===== src/rtl/vga_fb_pkg.sv =====
// Shared types, framebuffer geometry and the pixel-to-address helper for the
// VGA framebuffer arbiter and its clear engine.
package vga_fb_pkg;

    localparam int unsigned FB_W    = 160;
    localparam int unsigned FB_H    = 120;
    localparam int unsigned SHIFT   = 2;
    localparam int unsigned COLOR_W = 8;
    localparam int unsigned ADDR_W  = 15;
    localparam int unsigned HACTIVE = 640;
    localparam int unsigned VACTIVE = 480;
    localparam int unsigned HTOTAL  = 800;
    localparam int unsigned VTOTAL  = 525;

    typedef logic [COLOR_W-1:0] color_t;
    typedef logic [ADDR_W-1:0]  fb_addr_t;

    localparam color_t CLEAR_COLOR = 8'h00;

    typedef enum logic {
        CLR_IDLE,
        CLR_RUN
    } clear_state_t;

    // Display coordinate (x,y) to linear framebuffer address, computed at ADDR_W bits
    function automatic fb_addr_t fb_addr(input logic [9:0] x, input logic [9:0] y);
        fb_addr_t row;
        fb_addr_t col;
        row = fb_addr_t'(y >> SHIFT);
        col = fb_addr_t'(x >> SHIFT);
        return fb_addr_t'(row * fb_addr_t'(FB_W)) + col;
    endfunction

endpackage


===== src/rtl/fb_clear_engine.sv =====
// Full-buffer clear engine: walks addresses 0..FB_W*FB_H-1, one per granted
// write slot. Only compiled when FB_CLEAR_EN is defined, matching the single
// place the arbiter instantiates it.
`ifdef FB_CLEAR_EN
module fb_clear_engine
    import vga_fb_pkg::*;
(
    input  logic              clk,
    input  logic              reset,
    input  logic              start_i,
    input  logic              grant_i,
    output logic              req_o,
    output logic [ADDR_W-1:0] addr_o,
    output logic              busy_o
);

    localparam logic [ADDR_W-1:0] LAST_ADDR = ADDR_W'(FB_W * FB_H - 1);

    clear_state_t      state_q;
    logic [ADDR_W-1:0] cnt_q;
    logic              busy_q;

    // Clear FSM: start from IDLE only, advance the counter on each grant, leave after the last address
    always_ff @(posedge clk or negedge reset) begin
        if (!reset) begin
            state_q <= CLR_IDLE;
            cnt_q   <= '0;
            busy_q  <= 1'b0;
        end else begin
            case (state_q)
                CLR_IDLE: begin
                    if (start_i) begin
                        state_q <= CLR_RUN;
                        cnt_q   <= '0;
                        busy_q  <= 1'b1;
                    end
                end
                CLR_RUN: begin
                    if (grant_i) begin
                        if (cnt_q == LAST_ADDR) begin
                            state_q <= CLR_IDLE;
                            cnt_q   <= '0;
                            busy_q  <= 1'b0;
                        end else begin
                            cnt_q <= cnt_q + ADDR_W'(1);
                        end
                    end
                end
            endcase
        end
    end

    assign req_o  = busy_q;
    assign addr_o = cnt_q;
    assign busy_o = busy_q;

endmodule
`endif


===== src/rtl/vga_fb_arbiter.sv =====
// Time-slot scheduler for the single-port framebuffer RAM: display reads own
// the pix_en slot of active pixels, every other cycle is a write slot shared
// by the clear engine (highest priority) and writers A/B in round-robin.
// Optional clear engine enabled with `define FB_CLEAR_EN.
module vga_fb_arbiter
    import vga_fb_pkg::*;
(
    input  logic               clk,
    input  logic               reset,
    input  logic               pix_en,
    input  logic [9:0]         hcnt,
    input  logic [9:0]         vcnt,
    output logic [COLOR_W-1:0] pix_color,
    input  logic               wa_valid,
    output logic               wa_ready,
    input  logic [ADDR_W-1:0]  wa_addr,
    input  logic [COLOR_W-1:0] wa_data,
    input  logic               wb_valid,
    output logic               wb_ready,
    input  logic [ADDR_W-1:0]  wb_addr,
    input  logic [COLOR_W-1:0] wb_data,
    input  logic               clear_start,
    output logic               clear_busy,
    output logic [ADDR_W-1:0]  ram_addr,
    output logic               ram_we,
    output logic [COLOR_W-1:0] ram_wdata,
    input  logic [COLOR_W-1:0] ram_rdata
);

    localparam logic [9:0]        HACT    = 10'(HACTIVE);
    localparam logic [9:0]        VACT    = 10'(VACTIVE);
    localparam logic [9:0]        HLAST   = 10'(HTOTAL - 1);
    localparam logic [9:0]        VLAST   = 10'(VTOTAL - 1);
    localparam logic [ADDR_W-1:0] FB_LAST = ADDR_W'(FB_W * FB_H - 1);

    logic       run_q;
    logic       rr_q, rr_d;
    logic       rd_pend_q;
    color_t     pix_q, pix_d;
    logic [9:0] nx, ny;
    logic       disp_slot, wr_slot;
    logic       grant_a, grant_b;
    logic       clr_req, clr_grant;
    fb_addr_t   clr_addr;

    // Lookahead pixel; wraps at end of line/frame so pixel 0 is fetched during blanking
    always_comb begin
        nx = hcnt + 10'd1;
        ny = vcnt;
        if (hcnt == HLAST) begin
            nx = '0;
            ny = (vcnt == VLAST) ? '0 : vcnt + 10'd1;
        end
        // run_q keeps the bus idle while reset is (or has just been) asserted
        disp_slot = run_q && pix_en && (nx < HACT) && (ny < VACT);
        wr_slot   = run_q && !disp_slot;
    end

`ifdef FB_CLEAR_EN
    fb_clear_engine u_clear (
        .clk     (clk),
        .reset   (reset),
        .start_i (clear_start),
        .grant_i (clr_grant),
        .req_o   (clr_req),
        .addr_o  (clr_addr),
        .busy_o  (clear_busy)
    );
    assign clr_grant = wr_slot && clr_req;
`else
    logic unused_clear_start;
    assign unused_clear_start = clear_start;
    assign clear_busy = 1'b0;
    assign clr_req    = 1'b0;
    assign clr_grant  = 1'b0;
    assign clr_addr   = '0;
`endif

    // Writer arbitration: a lone requester wins, contention follows the round-robin pointer
    always_comb begin
        grant_a = 1'b0;
        grant_b = 1'b0;
        if (wr_slot && !clr_req) begin
            if (wa_valid && wb_valid) begin
                grant_a = !rr_q;
                grant_b = rr_q;
            end else begin
                grant_a = wa_valid;
                grant_b = wb_valid;
            end
        end
        rr_d = rr_q;
        if (grant_a) begin
            rr_d = 1'b1;
        end else if (grant_b) begin
            rr_d = 1'b0;
        end
    end

    // RAM port mux; out-of-range writer addresses are accepted but not written
    always_comb begin
        ram_addr  = '0;
        ram_we    = 1'b0;
        ram_wdata = '0;
        if (disp_slot) begin
            ram_addr = fb_addr(nx, ny);
        end else if (clr_grant) begin
            ram_addr  = clr_addr;
            ram_we    = 1'b1;
            ram_wdata = CLEAR_COLOR;
        end else if (grant_a) begin
            ram_addr  = wa_addr;
            ram_we    = (wa_addr <= FB_LAST);
            ram_wdata = wa_data;
        end else if (grant_b) begin
            ram_addr  = wb_addr;
            ram_we    = (wb_addr <= FB_LAST);
            ram_wdata = wb_data;
        end
    end

    // Capture read data one cycle after each display slot
    always_comb begin
        pix_d = rd_pend_q ? ram_rdata : pix_q;
    end

    // Arbiter state: run enable, round-robin pointer, read-pending flag, pixel register
    always_ff @(posedge clk or negedge reset) begin
        if (!reset) begin
            run_q     <= 1'b0;
            rr_q      <= 1'b0;
            rd_pend_q <= 1'b0;
            pix_q     <= '0;
        end else begin
            run_q     <= 1'b1;
            rr_q      <= rr_d;
            rd_pend_q <= disp_slot;
            pix_q     <= pix_d;
        end
    end

    assign wa_ready  = grant_a;
    assign wb_ready  = grant_b;
    assign pix_color = ((hcnt >= HACT) || (vcnt >= VACT)) ? '0 : pix_q;

endmodule


===== config.mk =====
export PLATFORM = sky130hd
export DESIGN_NAME = vga_fb_arbiter
export DESIGN_NICKNAME = d
export VERILOG_FILES = /design/src/rtl/vga_fb_pkg.sv /design/src/rtl/fb_clear_engine.sv /design/src/rtl/vga_fb_arbiter.sv
export SDC_FILE = /design/constraint.sdc
export NUM_CORES = 1
export LEC_CHECK = 0
export CAP_MARGIN = 20
export CORE_ASPECT_RATIO = 2
export CORE_UTILIZATION = 39
export DETAILED_ROUTE_END_ITERATION = 6
export PLACE_DENSITY = 0.87
export SYNTH_ARGS = -nofsm -noshare
export SYNTH_HDL_FRONTEND = slang
export SYNTH_SLANG_ARGS = --single-unit

===== constraint.sdc =====
create_clock -name clk -period 7.6 [get_ports clk]
set_input_delay 1.52 -clock clk [delete_from_list [all_inputs] [get_ports clk]]
set_output_delay 1.52 -clock clk [all_outputs]
set_load 0.02 [all_outputs]

==> reports/metrics.yaml <==
status: "finished clean"
slowest_stage: "clkdlybuf4s50_1"
grt_setup_unrepaired: "false"
cts.reportedPaths.clkPinSlew_ns: 0.05
power.share.combinational_pct: 63.3
die_h_um: 102.0
setup_slack_ns: 0.1832
placed_cell_area_um2: 3149
place_ws_ns: 0.003878
die_area_um2: 5299
overflow: 0
ir_drop_mv: 0.1088
antenna_found_initial: 0
synth_cells: 239
wl_per_cell_um: 16.02
relSlewSlack_pct: 47.07
pwr-share-clk_pct: 15.7
min_period_ns: 7.417
yosysWarnings: 0
setup_viol: 0
clk_latency_ns: 0.23
fin_area_um2: 3246
post-route-drc-count: 0
synth_edf_count: 0
rows: 36
yosys.cell_types.count: 51
grt_max_degree: 26
hold_start: "pix_q[6]"
cts_made_buffers: 3
grt_first_pass_wirelength_um: 10130
synth_nets: 336
drt_pass1_iterations: 4
cts_tree: "done"
cap_violations: 0
yosysTopAreaCell: "dfrtp_1"
cp-end-kind: "primary output"
drive_gt1_share_pct: 11.02
critPathKind: "in2out"
clock_skew_ns: 0.0003643
vias_per_cell: 5.630
p_int_mw: 0.2329
ys_seq_area_share_pct: 14.13
path_max_fanout: 6
num_vias: 2314
fill_cells: 385
grt.total_usage_pct: 25.09
crit-reg2reg-launch: "run_q"
start_util_pct: 40.42
drt-initial-drc-count: 40
first_global_vias: 2297
hold_viol_final: 0
syn_avg_cell_area_um2: 8.151
port_buffers: 112
worst_slew_pin_slew_ns: 0.7921
routed_wl_um: 6586
finalMaxSlewViolations: 0
power_density_nw_per_um2: 113.1
worstHoldPathType: "reg2reg"
leakagePower_nw: 1.274
diodes: 0
htreeDepth: 1
die_w_um: 51.98
worstPathArrival_ns: 5.90
nNetsFinal: 452
cpPeakStageDelay_ns: 0.65
gp_congestion: 0.8702
critPathLaunchType: "primary input"
fin_crit_sh_pct: 97.59
clock-root-buffer: "clkbuf_8"
swShare_pct: 36.54
synth_seq_cells: 11
switching_power_mw: 0.1341
io_pins: 115
yosys_most_used_dff: "dfrtp_1"
hold_buffers: 0
synth.top_cells.by_area: "dfrtp_1 14%, ha_1 9.6%, a22oi_1 8.5%"
cp.required_ns: 6.08
ant_nets: 0
seq_power_share_pct: 21.0
synth_top_area_share_pct: 14.13
async_reset_ff_share_pct: 100.0
clkSinkCount: 11
crit_start: "hcnt[2]"
fmax_mhz: 134.8
tns_ns: 0
clockBufferDepth: 2
synth_area_um2: 1948
core-area_um2: 4820
path_cells: "clkdlybuf4s50_1 > and4_2 > and2_1 > and3_1 > nand4_1 > xor2_1 > nor2_1 > ha_1 > ha_1 > inv_1 > fa_1 > nor2b_1 > o211ai_1 > nor3_2 > nand3_1 > xnor2_1 > mux2i_1 > clkdlybuf4s50_1"
area_delta_synth_final_pct: 66.60
dpl.hpwl_um: 5297
==> final timing paths <==
path | to | slack [ns] | cells after the start
worst max-delay path | ram_addr[14] | 0.18 | 18
worst min-delay path | pix_q[6] | 0.50 | 1
worst max register to register | rd_pend_q | 5.95 | 4
worst min register to register | pix_q[6] | 0.50 | 1
max in group asynchronous | pix_q[6] | 5.66 | 1
min in group asynchronous | pix_q[2] | 1.61 | 1
==> power groups by stage <==
stage               Clock [mW]  Combinational [mW]  Sequential [mW]
floorplan                    0               0.119           0.0753
global placement             0               0.219           0.0769
detailed placement           0               0.225           0.0780
CTS                     0.0586               0.227           0.0771
global route            0.0620               0.249           0.0785
finish                  0.0576               0.232           0.0771
==> area by class of cell <==
| class | instances | area, um^2 | share of cell area [%] |
|---|---|---|---|
| tap | 57 | 71.32 | 2.197 |
| timing repair buffer | 125 | 1234 | 38.01 |
| clock buffer | 4 | 45.04 | 1.388 |
| sequential | 11 | 275.3 | 8.481 |
| inverter | 8 | 30.03 | 0.9252 |
| multi-input combinational | 206 | 1590 | 49.00 |
==> worst max-delay path, delay by kind of cell <==
family	cells	cell delay (ns)
AOI/OAI and AO/OA	1	0.15
xor gates and xnor gates	2	0.31
adders and majority gates	3	0.94
buffers and inverters	3	1.21
muxes	1	0.13
and+or+nand+nor	8	1.62
==> metrics by stage <==
stage / hold slack (ns) / total power, mW / std cells / util [%]
after CTS: 0.4991 / 0.3629 / 408 / 66.38
final: 0.4975 / 0.3670 / 411 / 67.34
after floorplan: 0.4705 / 0.1946 / 239 / -
after global routing: 0.5155 / 0.3896 / 411 / 67.34
after detailed placement: 0.4882 / 0.3027 / 404 / 65.34
after global placement: 0.4805 / 0.2964 / 404 / 65.34
==> logic make-up (layout without fill, tap and decap cells) <==
family / after synthesis / count (layout) / synth area share, %
other cells: 2 / 2 / 0.3855
compound gates: 60 / 60 / 22.35
fa+ha+maj: 17 / 17 / 11.69
buf+inv: 22 / 137 / 5.331
flops: 11 / 11 / 14.13
xor+xnor: 21 / 21 / 9.441
mux: 24 / 24 / 12.97
simple gates: 82 / 82 / 23.70
==> synth_stat cells, drive strengths merged, types with 2 or more instances <==
library cell	n
a22o	2
nand2b	2
xnor2	11
nand4	4
dfrtp	11
nor3b	2
o21ai	4
mux2	10
a31oi	2
mux2i	14
xor2	10
inv	8
buf	5
a21oi	11
nor2	23
nor2b	6
nand3	12
clkbuf	9
nor3	3
and2	9
fa	2
a21o	4
or4	3
o211ai	2
conb	2
nand2	11
a22oi	22
a211oi	3
and4	2
o31ai	3
ha	15
==> registers in the layout (all words and copies together), names as in the netlist <==
| name | flops |
|---|---|
| pix_q | 8 |
| rd_pend_q | 1 |
| rr_q | 1 |
| run_q | 1 |
==> timing repair <==
action,4_1_cts,5_1_grt
pin swaps,0,1
setup buffers,0,1
gates resized for setup,1,4
setup endpoints to repair,1,2
==> routing by layer <==
layer  GRT usage [%]  vias up  wire, um
met5               0        -         0
met1           23.06     1084      2245
met4           12.06        0       218
li1                -     1111         -
met2           49.21      100      3743
met3           4.911       19       378
==> cells in the final DEF, fill, tap and decap left out, drive strengths merged, types with 3 or more instances in the layout <==
cell and n:
ha 15, mux2 10, mux2i 14, or4 3, o31ai 3, clkdlybuf4s50 112
xnor2 11, nand4 4, clkbuf 4, a211oi 3, a21o 4, nor2 23
and2 9, nor2b 6, dfrtp 11, nor3 3, o21ai 4, a21oi 11
buf 13, nand3 12, a22oi 22, inv 8, nand2 11, xor2 10
Power figures use the tool's default switching activity.
